## config.mk

```make
export PLATFORM = sky130hd
export DESIGN_NAME = lzs_out_check_flat
export DESIGN_NICKNAME = d
export VERILOG_FILES = /design/src/rtl/lzs_pkg.sv /design/src/rtl/lzs_out_check_if.sv /design/src/rtl/lzs_sync_fifo.sv /design/src/rtl/lzs_out_check.sv /design/src/flat_wrapper.sv
export SDC_FILE = /design/constraint.sdc
export NUM_CORES = 1
export LEC_CHECK = 0
export ABC_AREA = 1
export CAP_MARGIN = 20
export CORE_MARGIN = 3
export CORE_UTILIZATION = 56
export CTS_BUF_LIST = sky130_fd_sc_hd__clkbuf_8
export CTS_CLUSTER_DIAMETER = 100
export CTS_CLUSTER_SIZE = 30
export DETAILED_ROUTE_END_ITERATION = 8
export GPL_ROUTABILITY_DRIVEN = 1
export GPL_TIMING_DRIVEN = 0
export PLACE_DENSITY = 0.89
export SLEW_MARGIN = 25
export SYNTH_ARGS = -nofsm -noshare
export SYNTH_HDL_FRONTEND = slang
export SYNTH_SLANG_ARGS = --single-unit
```

## constraint.sdc

```tcl
create_clock -name clk -period 3.6 [get_ports clk]
set_input_delay 0.72 -clock clk [delete_from_list [all_inputs] [get_ports clk]]
set_output_delay 0.72 -clock clk [all_outputs]
set_load 0.01 [all_outputs]
```

## src/rtl/lzs_pkg.sv

```systemverilog
`default_nettype none
// +--------------------------------------------------------------------------+
// | lzs_pkg : shared types for the LZS decode output checker                 |
// | Rev 1.0                                                                  |
// +--------------------------------------------------------------------------+
package lzs_pkg;
   localparam int LZF_WIDTH = 20;
   localparam int c_nb_w    = 4;

   typedef logic [c_nb_w-1:0] lzs_nb_t;

   typedef enum logic [2:0] {
      IDLE  = 3'd0,
      RUN   = 3'd1,
      DRAIN = 3'd2,
      DONE  = 3'd3,
      HALT  = 3'd4
   } lzs_state_t;
endpackage
`default_nettype wire

```

## src/rtl/lzs_out_check_if.sv

```systemverilog
`default_nettype none
// +--------------------------------------------------------------------------+
// | lzs_out_check_if : decoder beat stream plus reference beat stream        |
// | Rev 1.0                                                                  |
// +--------------------------------------------------------------------------+
interface lzs_out_check_if #(
   parameter int DATA_BYTES = 1
);
   import lzs_pkg::*;

   logic                    out_valid;
   logic [8*DATA_BYTES-1:0] out_data;
   lzs_nb_t                 out_nb;
   logic                    out_done;
   logic                    ref_valid;
   logic [8*DATA_BYTES-1:0] ref_data;
   logic                    ref_ready;

   modport master (
      output out_valid, out_data, out_nb, out_done, ref_valid, ref_data,
      input  ref_ready
   );

   modport slave (
      input  out_valid, out_data, out_nb, out_done, ref_valid, ref_data,
      output ref_ready
   );
endinterface
`default_nettype wire

```

## src/rtl/lzs_sync_fifo.sv

```systemverilog
`default_nettype none
// +--------------------------------------------------------------------------+
// | lzs_sync_fifo : single-clock FIFO, registered read, full/empty flags     |
// | Rev 1.0                                                                  |
// +--------------------------------------------------------------------------+
module lzs_sync_fifo #(
   parameter int WIDTH = 8,
   parameter int AW    = 4
) (
   input  wire logic             clk,
   input  wire logic             rst,
   input  wire logic             i_push,
   input  wire logic [WIDTH-1:0] i_data,
   input  wire logic             i_pop,
   output logic      [WIDTH-1:0] o_data,
   output logic                  o_full,
   output logic                  o_empty
);
   localparam int c_depth = 1 << AW;

   logic [WIDTH-1:0] r_mem [c_depth];
   logic [AW:0]      r_wr_ptr;
   logic [AW:0]      r_rd_ptr;
   logic [WIDTH-1:0] r_rd_data;
   logic             w_wr_en;
   logic             w_rd_en;

   assign o_empty = (r_wr_ptr == r_rd_ptr);
   assign o_full  = (r_wr_ptr[AW] != r_rd_ptr[AW]) &&
                    (r_wr_ptr[AW-1:0] == r_rd_ptr[AW-1:0]);
   assign w_rd_en = i_pop && !o_empty;
   // A pop in the same cycle frees the slot, so a write while full is fine then
   assign w_wr_en = i_push && (!o_full || w_rd_en);
   assign o_data  = r_rd_data;

   always_ff @(posedge clk) begin
      if (w_wr_en) begin
         r_mem[r_wr_ptr[AW-1:0]] <= i_data;
      end
   end

   always_ff @(posedge clk) begin
      if (rst) begin
         r_wr_ptr  <= '0;
         r_rd_ptr  <= '0;
         r_rd_data <= '0;
      end else begin
         if (w_wr_en) begin
            r_wr_ptr <= r_wr_ptr + 1'b1;
         end
         if (w_rd_en) begin
            r_rd_ptr  <= r_rd_ptr + 1'b1;
            r_rd_data <= r_mem[r_rd_ptr[AW-1:0]];
         end
      end
   end
endmodule
`default_nettype wire

```

## src/rtl/lzs_out_check.sv

```systemverilog
`default_nettype none
// +--------------------------------------------------------------------------+
// | lzs_out_check : compares decoder output beats against a reference stream |
// | Rev 1.0                                                                  |
// +--------------------------------------------------------------------------+
module lzs_out_check
   import lzs_pkg::*;
#(
   parameter int DATA_BYTES  = 1,
   parameter int CNT_WIDTH   = LZF_WIDTH,
   parameter int FIFO_AW     = 4,
   parameter int STOP_ON_ERR = 0
) (
   input  wire logic        clk,
   input  wire logic        rst,
   lzs_out_check_if.slave   bus,
   output logic [CNT_WIDTH-1:0] chk_cnt,
   output logic [CNT_WIDTH-1:0] err_cnt,
   output logic                 err,
   output logic                 ovf,
   output logic [CNT_WIDTH-1:0] first_pos,
   output logic [7:0]           first_exp,
   output logic [7:0]           first_got,
   output logic                 busy,
   output logic                 done
);
   localparam int c_dw = 8 * DATA_BYTES;
   localparam int c_fw = c_nb_w + c_dw;

   lzs_state_t           r_state;
   lzs_state_t           w_state_nxt;
   logic                 w_full;
   logic                 w_empty;
   logic                 w_pop;
   logic                 w_ovf_evt;
   logic                 w_halt;
   logic [c_fw-1:0]      w_rd_word;
   lzs_nb_t              w_rd_nb;
   logic [c_dw-1:0]      w_rd_data;
   logic [c_dw-1:0]      r_ref_data;
   logic                 r_cmp_vld;
   logic [DATA_BYTES-1:0] w_mis;
   logic                 w_any_mis;
   logic [c_nb_w-1:0]    w_mis_cnt;
   logic [c_nb_w-1:0]    w_low_lane;
   logic [7:0]           w_low_exp;
   logic [7:0]           w_low_got;
   logic [CNT_WIDTH:0]   w_err_sum;
   logic [CNT_WIDTH-1:0] r_chk_cnt;
   logic [CNT_WIDTH-1:0] r_err_cnt;
   logic                 r_err;
   logic                 r_ovf;
   logic [CNT_WIDTH-1:0] r_first_pos;
   logic [7:0]           r_first_exp;
   logic [7:0]           r_first_got;

   lzs_sync_fifo #(
      .WIDTH (c_fw),
      .AW    (FIFO_AW)
   ) u_fifo (
      .clk     (clk),
      .rst     (rst),
      .i_push  (bus.out_valid),
      .i_data  ({bus.out_nb, bus.out_data}),
      .i_pop   (w_pop),
      .o_data  (w_rd_word),
      .o_full  (w_full),
      .o_empty (w_empty)
   );

   assign w_rd_nb       = w_rd_word[c_fw-1 -: c_nb_w];
   assign w_rd_data     = w_rd_word[c_dw-1:0];
   assign w_pop         = !w_empty && bus.ref_valid && ((r_state == RUN) || (r_state == DRAIN));
   assign bus.ref_ready = w_pop;
   assign w_ovf_evt     = bus.out_valid && w_full && !w_pop;

   // Descending scan so the lowest mismatching lane is the one left latched
   always_comb begin
      w_mis      = '0;
      w_mis_cnt  = '0;
      w_low_lane = '0;
      w_low_exp  = '0;
      w_low_got  = '0;
      for (int i = DATA_BYTES - 1; i >= 0; i--) begin
         if ((c_nb_w'(i) < w_rd_nb) && (w_rd_data[8*i +: 8] != r_ref_data[8*i +: 8])) begin
            w_mis[i]   = 1'b1;
            w_mis_cnt  = w_mis_cnt + c_nb_w'(1);
            w_low_lane = c_nb_w'(i);
            w_low_exp  = r_ref_data[8*i +: 8];
            w_low_got  = w_rd_data[8*i +: 8];
         end
      end
   end

   assign w_any_mis = |w_mis;
   assign w_err_sum = {1'b0, r_err_cnt} + (CNT_WIDTH+1)'(w_mis_cnt);
   assign w_halt    = (STOP_ON_ERR != 0) && r_cmp_vld && w_any_mis;

   always_ff @(posedge clk) begin
      if (rst) begin
         r_state <= IDLE;
      end else begin
         r_state <= w_state_nxt;
      end
   end

   always_comb begin
      w_state_nxt = r_state;
      case (r_state)
         IDLE: begin
            if (bus.out_done && bus.out_valid) begin
               w_state_nxt = DRAIN;
            end else if (bus.out_done) begin
               w_state_nxt = DONE;
            end else if (bus.out_valid) begin
               w_state_nxt = RUN;
            end
         end
         RUN: begin
            if (w_halt) begin
               w_state_nxt = HALT;
            end else if (bus.out_done) begin
               w_state_nxt = DRAIN;
            end
         end
         DRAIN: begin
            if (w_halt) begin
               w_state_nxt = HALT;
            end else if (w_empty && !r_cmp_vld) begin
               w_state_nxt = DONE;
            end
         end
         DONE:    w_state_nxt = DONE;
         HALT:    w_state_nxt = HALT;
         default: w_state_nxt = IDLE;
      endcase
   end

   // A beat popped on the halting edge still completes its compare
   always_ff @(posedge clk) begin
      if (rst) begin
         r_cmp_vld   <= 1'b0;
         r_ref_data  <= '0;
         r_chk_cnt   <= '0;
         r_err_cnt   <= '0;
         r_err       <= 1'b0;
         r_ovf       <= 1'b0;
         r_first_pos <= '0;
         r_first_exp <= '0;
         r_first_got <= '0;
      end else begin
         r_cmp_vld <= w_pop;
         if (w_pop) begin
            r_ref_data <= bus.ref_data;
         end
         if (w_ovf_evt) begin
            r_ovf <= 1'b1;
         end
         if (r_cmp_vld) begin
            r_chk_cnt <= r_chk_cnt + CNT_WIDTH'(w_rd_nb);
            r_err_cnt <= w_err_sum[CNT_WIDTH] ? '1 : w_err_sum[CNT_WIDTH-1:0];
            if (w_any_mis) begin
               r_err <= 1'b1;
               if (!r_err) begin
                  r_first_pos <= r_chk_cnt + CNT_WIDTH'(w_low_lane);
                  r_first_exp <= w_low_exp;
                  r_first_got <= w_low_got;
               end
            end
         end
      end
   end

   assign chk_cnt   = r_chk_cnt;
   assign err_cnt   = r_err_cnt;
   assign err       = r_err;
   assign ovf       = r_ovf;
   assign first_pos = r_first_pos;
   assign first_exp = r_first_exp;
   assign first_got = r_first_got;
   assign busy      = (r_state == RUN) || (r_state == DRAIN);
   assign done      = (r_state == DONE) || (r_state == HALT);
endmodule
`default_nettype wire

```

## src/flat_wrapper.sv

```systemverilog
// flat-port wrapper written by rule: the top's interface ports become plain ports
module lzs_out_check_flat import lzs_pkg::*;
#(
   parameter int DATA_BYTES  = 1,
   parameter int CNT_WIDTH   = LZF_WIDTH,
   parameter int FIFO_AW     = 4,
   parameter int STOP_ON_ERR = 0
)
  (clk, rst, chk_cnt, err_cnt, err, ovf, first_pos, first_exp, first_got, busy, done, bus_out_valid, bus_out_data, bus_out_nb, bus_out_done, bus_ref_valid, bus_ref_data, bus_ref_ready);
  lzs_out_check_if #(.DATA_BYTES(DATA_BYTES)) bus_i ();
  input  wire logic clk;
  input  wire logic rst;
  output logic [CNT_WIDTH-1:0] chk_cnt;
  output logic [CNT_WIDTH-1:0] err_cnt;
  output logic err;
  output logic ovf;
  output logic [CNT_WIDTH-1:0] first_pos;
  output logic [7:0] first_exp;
  output logic [7:0] first_got;
  output logic busy;
  output logic done;
  input wire logic [$bits(bus_i.out_valid)-1:0] bus_out_valid;
  input wire logic [$bits(bus_i.out_data)-1:0] bus_out_data;
  input wire logic [$bits(bus_i.out_nb)-1:0] bus_out_nb;
  input wire logic [$bits(bus_i.out_done)-1:0] bus_out_done;
  input wire logic [$bits(bus_i.ref_valid)-1:0] bus_ref_valid;
  input wire logic [$bits(bus_i.ref_data)-1:0] bus_ref_data;
  output wire logic [$bits(bus_i.ref_ready)-1:0] bus_ref_ready;
  assign bus_i.out_valid = bus_out_valid;
  assign bus_i.out_data = bus_out_data;
  assign bus_i.out_nb = bus_out_nb;
  assign bus_i.out_done = bus_out_done;
  assign bus_i.ref_valid = bus_ref_valid;
  assign bus_i.ref_data = bus_ref_data;
  assign bus_ref_ready = bus_i.ref_ready;
  lzs_out_check #(.DATA_BYTES(DATA_BYTES), .CNT_WIDTH(CNT_WIDTH), .FIFO_AW(FIFO_AW), .STOP_ON_ERR(STOP_ON_ERR)) u_core (.clk(clk), .rst(rst), .bus(bus_i), .chk_cnt(chk_cnt), .err_cnt(err_cnt), .err(err), .ovf(ovf), .first_pos(first_pos), .first_exp(first_exp), .first_got(first_got), .busy(busy), .done(done));
endmodule
```

==> Word level (Yosys, flattened, before mapping) <==
Memories as Yosys holds them, arrays and structs flattened. A register that Yosys moved wholly into a read port is not among the register bits.
Index checks and enable logic that the tools add are counted.
{ "classes": {"n_addsub": 4, "magnitude_cmp": 1, "eq_ne": 11, "n_mux": 13, "bitwise_logic": 1, "n_reduce_logical": 21} }
{ "ops": {"columns": ["op", "count"], "rows": [
  ["$add A20 B1 Y21", 1],
  ["$add A20 B4 Y20", 1],
  ["$mux W20", 1],
  ["$mux W8", 2],
  ["$mux W3", 5],
  ["$pmux W3 S5", 1],
  ["$add A5 B1 Y5 const B", 2],
  ["$logic_and A1 B1 Y1", 10],
  ["$ne A8 B8 Y1", 1],
  ["$eq A3 B2 Y1 const B", 2],
  ["$reduce_and A3 Y1", 2],
  ["$eq A5 B5 Y1", 1],
  ["$eq A4 B4 Y1", 1],
  ["$logic_not A1 Y1", 4],
  ["$lt A1 B4 Y1 const A", 1],
  ["$mux W1", 4],
  ["$ne A2 B2 Y1 const B", 2],
  ["$ne A4 B3 Y1 const B", 1],
  ["$eq A3 B1 Y1 const B", 1],
  ["$eq A3 B3 Y1 const B", 1],
  ["$logic_not A3 Y1", 1],
  ["$logic_or A1 B1 Y1", 3],
  ["$reduce_and A2 Y1", 1],
  ["$ne A1 B1 Y1", 1],
  ["$not A1 Y1", 1]
]} }
{ "totals": {"register_bits": 100, "mem_bits_rw": 192, "in_bits": 25, "out_inout_bits": 81, "word_cells": 64, "memories": 1} }
{ "memory_table": {"columns": ["name", "words", "word_bits", "rd", "rd_clocked_by_memory_dff", "write_ports", "line_no", "rtl"], "rows": [
  ["u_core.u_fifo.r_mem", 16, 12, 1, 1, 1, "lzs_sync_fifo.sv:21", "logic [WIDTH-1:0] r_mem [c_depth];"]
]} }

==> Logic depth before layout (Yosys ltp) <==
{ "depth": {"ltp_word": 9, "depth_mapped": 17, "depth_no_buf": 17} }

==> Modules after synthesis <==
A second synthesis with hierarchy kept.
{ "hier_totals": {"hier_cells": 1497, "hier_area_um2": 13503.0} }
{ "modules_own_cells": {"columns": ["module", "instances", "cells_per_inst", "area_per_inst_um2", "seq_area_each_um2"], "rows": [
  ["lzs_sync_fifo", 1, 798, 8889.8, 6206.0],
  ["lzs_out_check", 1, 699, 4613.2, 1801.7]
]} }

==> Worst setup path after synthesis <==
No wires, ideal clock.
{ "synth_path": {"kind": "input -> register", "start": "in bus_ref_valid", "end": "mem u_core.u_fifo.r_mem[10][0] (netlist bit), enable pin", "setup_time_ns": 0.380, "t_arrival_ns": 1.752, "t_required_ns": 3.220, "path_slack_ns": 1.467, "cell_stages": 6, "n_path_buf": 0, "cell_sequence": "nand2_1 -> nand2_1 -> nor2_2 -> nor2_4 -> nand2_1 -> nor2_1"} }
{ "synth_between": {"elab_chain_cells": 7} }
{ "synth_lines": {"columns": ["element", "line_no", "rtl"], "rows": [
  ["start: declaration", "flat_wrapper.sv:26", "input wire logic [$bits(bus_i.ref_valid)-1:0] bus_ref_valid;"],
  ["$logic_and A1 B1 Y1 (2 in a row)", "lzs_out_check.sv:73", "assign w_pop = !w_empty && bus.ref_valid && ((r_state == RUN) || (r_state == DRAIN));"],
  ["$logic_and A1 B1 Y1", "lzs_sync_fifo.sv:31", "assign w_rd_en = i_pop && !o_empty;"],
  ["$logic_or A1 B1 Y1", "lzs_sync_fifo.sv:33", "assign w_wr_en = i_push && (!o_full || w_rd_en);"],
  ["$logic_and A1 B1 Y1", "lzs_sync_fifo.sv:33", null],
  ["$mux W1", "lzs_sync_fifo.sv:37", "if (w_wr_en) begin"],
  ["$mux W1 (not written as such)", "lzs_sync_fifo.sv:38", "r_mem[r_wr_ptr[AW-1:0]] <= i_data;"],
  ["end: declaration", "lzs_sync_fifo.sv:21", null]
]} }
Every way passes these cells.

==> Final worst setup path <==
{ "layout_path": {"start": "reg u_core.r_state[2]", "end": "out bus_ref_ready"} }
{ "layout_between": {"elab_chain_cells": 3, "word_cells_on_any_way": 4, "classes_between": "2 x eq/ne; 2 x reduce/logical"} }
{ "layout_lines": {"columns": ["element", "line_no", "rtl"], "rows": [
  ["start: declaration", "lzs_out_check.sv:30", "lzs_state_t r_state;"],
  ["start signal: assignment", "lzs_out_check.sv:103", "r_state <= w_state_nxt;"],
  ["$eq A3 B1 Y1 or $eq A3 B2 Y1 (tied branches)", "lzs_out_check.sv:73", null],
  ["$logic_or A1 B1 Y1 *", "lzs_out_check.sv:73", null],
  ["$logic_and A1 B1 Y1 *", "lzs_out_check.sv:73", null],
  ["end: declaration", "flat_wrapper.sv:28", "output wire logic [$bits(bus_i.ref_ready)-1:0] bus_ref_ready;"]
]} }
Every way passes the cells marked *; elsewhere a longest branch is shown, timed or not.

==> results.toml <==
[status]
status = "finished clean"

[finish]
drive_above_1_share_pct = 5.75
stdcell_count = 1776
ff_latch_area_um2 = 8010
area_delta_synth_final_pct = 13.2
fillCellCount = 1627
nets = 1526
n_antenna_cell = 0
multiInputGateArea_um2 = 4180
design_area_um2 = 14600

[pwr]
power_frac_clock_pct = 23.5
combPwrFrac_pct = 13.3
leakagePower_nw = 5.69
intPower_mw = 4.45
netSwitchingFraction_pct = 26.6
ir_drop_mv = 0.363
report.power.total_mw = 6.06
p_sw_mw = 1.61
power.sequential.fraction_pct = 63.2
powerDensity_nw_per_um2 = 416

[critical_path]
critical-path-max-stage-delay_ns = 0.55
r2r-end = "u_core.err_cnt[14]$_SDFFE_PP0P_"
critical-path-top-delay-family = "buffers and inverters"
worst-path-stages = 9
path_buf_inv = 5
cp_data_required_time_ns = 2.88
r2r_slack_ns = 0.94
cp-start-kind = "flop"
cp.arrival_ns = 2.47
r2r_start = "u_core.r_ref_data[5]$_SDFFE_PP0N_"
path_class = "reg -> out"
crit_path_end_kind = "primary output"
crit_chain = "inv_2, nand2_1, o21ai_2, nand2_1, clkinv_1, nand2_4, inv_4, buf_6, clkdlybuf4s50_1"
crit_fanout = 10
critPathSlowestCell = "clkdlybuf4s50_1"
cpMostUsedCell = "nand2_1"
reg2reg_depth = 17

[placed_design]
dpl.hpwl_um = 22700
place.gp.congestion = 0.900
post_dp_cell_area_um2 = 14300
dp_cells = 1753
port_buffers = 105

[clocking]
path_clk_slew_ns = 0.18
cts-resized-gates = 0
h-tree-depth = 1
clock_latency_ns = 0.57
cts_buffers = 14
clkSinkCount = 304
cts_root_buffer = "clkbuf_8"
hold_buffers = 0
cts_tree = "built"
clk_path_buf_depth = 3
postCtsSetupBuffers = 0

[global_route]
grt_pass1_vias = 9887
grt_use_total_pct = 25.4
antenna_found_initial = 0
grt_first_pass_wirelength_um = 50200
grt_max_degree = 32
overflow = 0

[route]
routed_via_density = 5.79
avgRoutedWirePerCell_um = 18.1
first_iter_violations = 1408
drt-total-wl_um = 32100
dr_total_vias = 10300
ant_nets = 0
drc = 0
dr.pass1.iters = 6

[worst_hold_path]
holdPathStages = 2
hold_path.class = "reg -> reg"
holdPathEnd = "u_core.r_ref_data[4]$_SDFFE_PP0N_"
hold_start = "u_core.r_ref_data[4]$_SDFFE_PP0N_"

[die]
die_h_um = 158
io_pins = 106
start_util_pct = 57.9
core.rowCount = 54
core_um2 = 22200
die_area_um2 = 24800
die-width_um = 158

[timing]
fin_crit_ns = 3.19
hold_viol_final = 0
clock_skew_ns = 0.0710
drv_slew = 0
slew_headroom_pct = 43.2
finalSetupViolCount = 0
fin_crit_sh_pct = 88.5
fin_setup_tns_ns = 0
rsz0062_at_grt = "false"
worst_slew_pin_slew_ns = 0.852
fmaxAchievable_ghz = 0.314

[yosys]
ys_ff_latch = 304
ys_types = 40
synth_area_um2 = 12900
synth_nets = 1405
ys_seq_area_share_pct = 62.2
synth-warning-count = 0
postSynthCellCount = 1368
avgSynthCellArea_um2 = 9.41

[job]
max_cap_viol_count = 0
[worst min-delay path, stage by stage, from the launching register on]
cell	delay, ns
dfxtp_1	0.36
inv_1	0.07
a21oi_1	0.06
[layout by cell type (no fill, tap or decap), types with 2 or more instances in the layout]
cell type        synthesis  routed
a21oi_1                 35      35
a31oi_1                  5       5
buf_1                    3       3
buf_2                   25      25
buf_4                    5       5
buf_6                    2       2
clkbuf_1                28      28
clkbuf_8                 0      15
clkdlybuf4s50_1          0     105
clkinv_1                 2       2
dfxtp_1                112     112
edfxtp_1               192     192
ha_1                    11      11
inv_1                  101     108
inv_2                    5       5
inv_4                    2       2
nand2_1                254     254
nand3_1                 39      39
nand4_1                  9       9
nand4_2                  2       2
nor2_1                 293     277
nor2_2                   5      21
nor3_1                   9       9
o211ai_1                24      24
o21ai_0                131     131
o21ai_1                 15      15
o21ai_2                  2       2
o21bai_1                 2       2
o22ai_1                 24      24
xnor2_1                  8       8
xor2_1                  12      12
[flip-flops by register name (all words and copies together) (netlist names)]
name / cells
u_core.u_fifo.r_mem: 192
u_core.first_got: 8
u_core.r_ref_data: 8
u_core.r_state: 3
u_core.r_cmp_vld: 1
u_core.u_fifo.r_rd_ptr: 5
u_core.first_pos: 20
u_core.first_exp: 8
u_core.err_cnt: 20
u_core.u_fifo.r_wr_ptr: 5
u_core.chk_cnt: 20
u_core.err: 1
u_core.ovf: 1
u_core.u_fifo.o_data: 12
[synthesized netlist by cell type, drive strengths merged]
cell type    n  area, um^2
o21bai       2        15.0
inv        108         410
xnor2        8        70.1
nor3        10        55.1
clkinv       2        7.51
nand3       40         205
xor2        12         105
a31oi        5        31.3
clkbuf      28         105
ha          11         138
nor2       299        1140
a21boi       1        7.51
o211ai      24         180
dfxtp      112        2240
buf         35         196
a21oi       35         175
or2          1        6.26
o22ai       24         150
nand4       12         103
nand2      255         965
nor3b        1        7.51
o2111ai      1        8.76
edfxtp     192        5770
o21ai      148         748
and2         1        6.26
fa           1        20.0
[stage by stage]
stage | worst slack [ns] | util (%) | hold slack [ns]
after floorplan | 1.47 | - | 0.457
after global placement | 0.412 | 64.2 | 0.467
after detailed placement | 0.440 | 64.3 | 0.474
after CTS | 0.403 | 65.5 | 0.512
after global routing | 0.286 | 65.5 | 0.530
final | 0.413 | 65.5 | 0.510
[area by class of cell]
class                      instances  share of cell area (%)
buffer                            63                    2.07
clock buffer                      15                    1.42
clock inverter                     8                   0.386
inverter                         110                    2.87
multi-input combinational        891                    28.7
sequential                       304                    55.0
tap                              280                    2.40
timing repair buffer             105                    7.21
[metal layers]
metal  vias to the layer above  global-route usage [%]  wire length (um)
li1                       4782                       -                 -
met1                      4804                    33.3             12200
met2                       614                    44.0             16000
met3                        87                    3.17              2980
met4                         0                    9.05               956
met5                         -                       0                 0
[cell families after synthesis]
group                      Yosys count  synth area share [%]
AOI/OAI and AO/OA                  240                  10.2
and+or+nand+nor                    619                  19.4
adders and majority gates           12                  1.23
xor gates and xnor gates            20                  1.36
DFF                                304                  62.2
buffers and inverters              173                  5.59
[power by group through the flow]
stage	registers [mW]	logic, mW	clock network (mW)
after floorplan	3.90	0.475	0
after global placement	3.91	0.744	0
after detailed placement	3.91	0.783	0
after CTS	3.83	0.787	1.43
after global routing	3.84	0.877	1.55
final	3.83	0.805	1.42
[worst max-delay path by stage]
stage | from | to | slack, ns
finish | u_core.r_state[2]$_SDFFE_PP0P_ | bus_ref_ready | 0.41
global placement | bus_ref_valid | u_core.u_fifo.r_mem[12][7]$_DFFE_PP_ | 0.41
detailed placement | bus_ref_valid | u_core.u_fifo.r_mem[2][7]$_DFFE_PP_ | 0.44
CTS | u_core.u_fifo.r_rd_ptr[0]$_SDFFE_PP0P_ | bus_ref_ready | 0.40
floorplan | bus_ref_valid | u_core.u_fifo.r_mem[10][0]$_DFFE_PP_ | 1.47
global route | u_core.u_fifo.r_rd_ptr[0]$_SDFFE_PP0P_ | bus_ref_ready | 0.29
No activity file was read; power rests on OpenSTA's default activity.
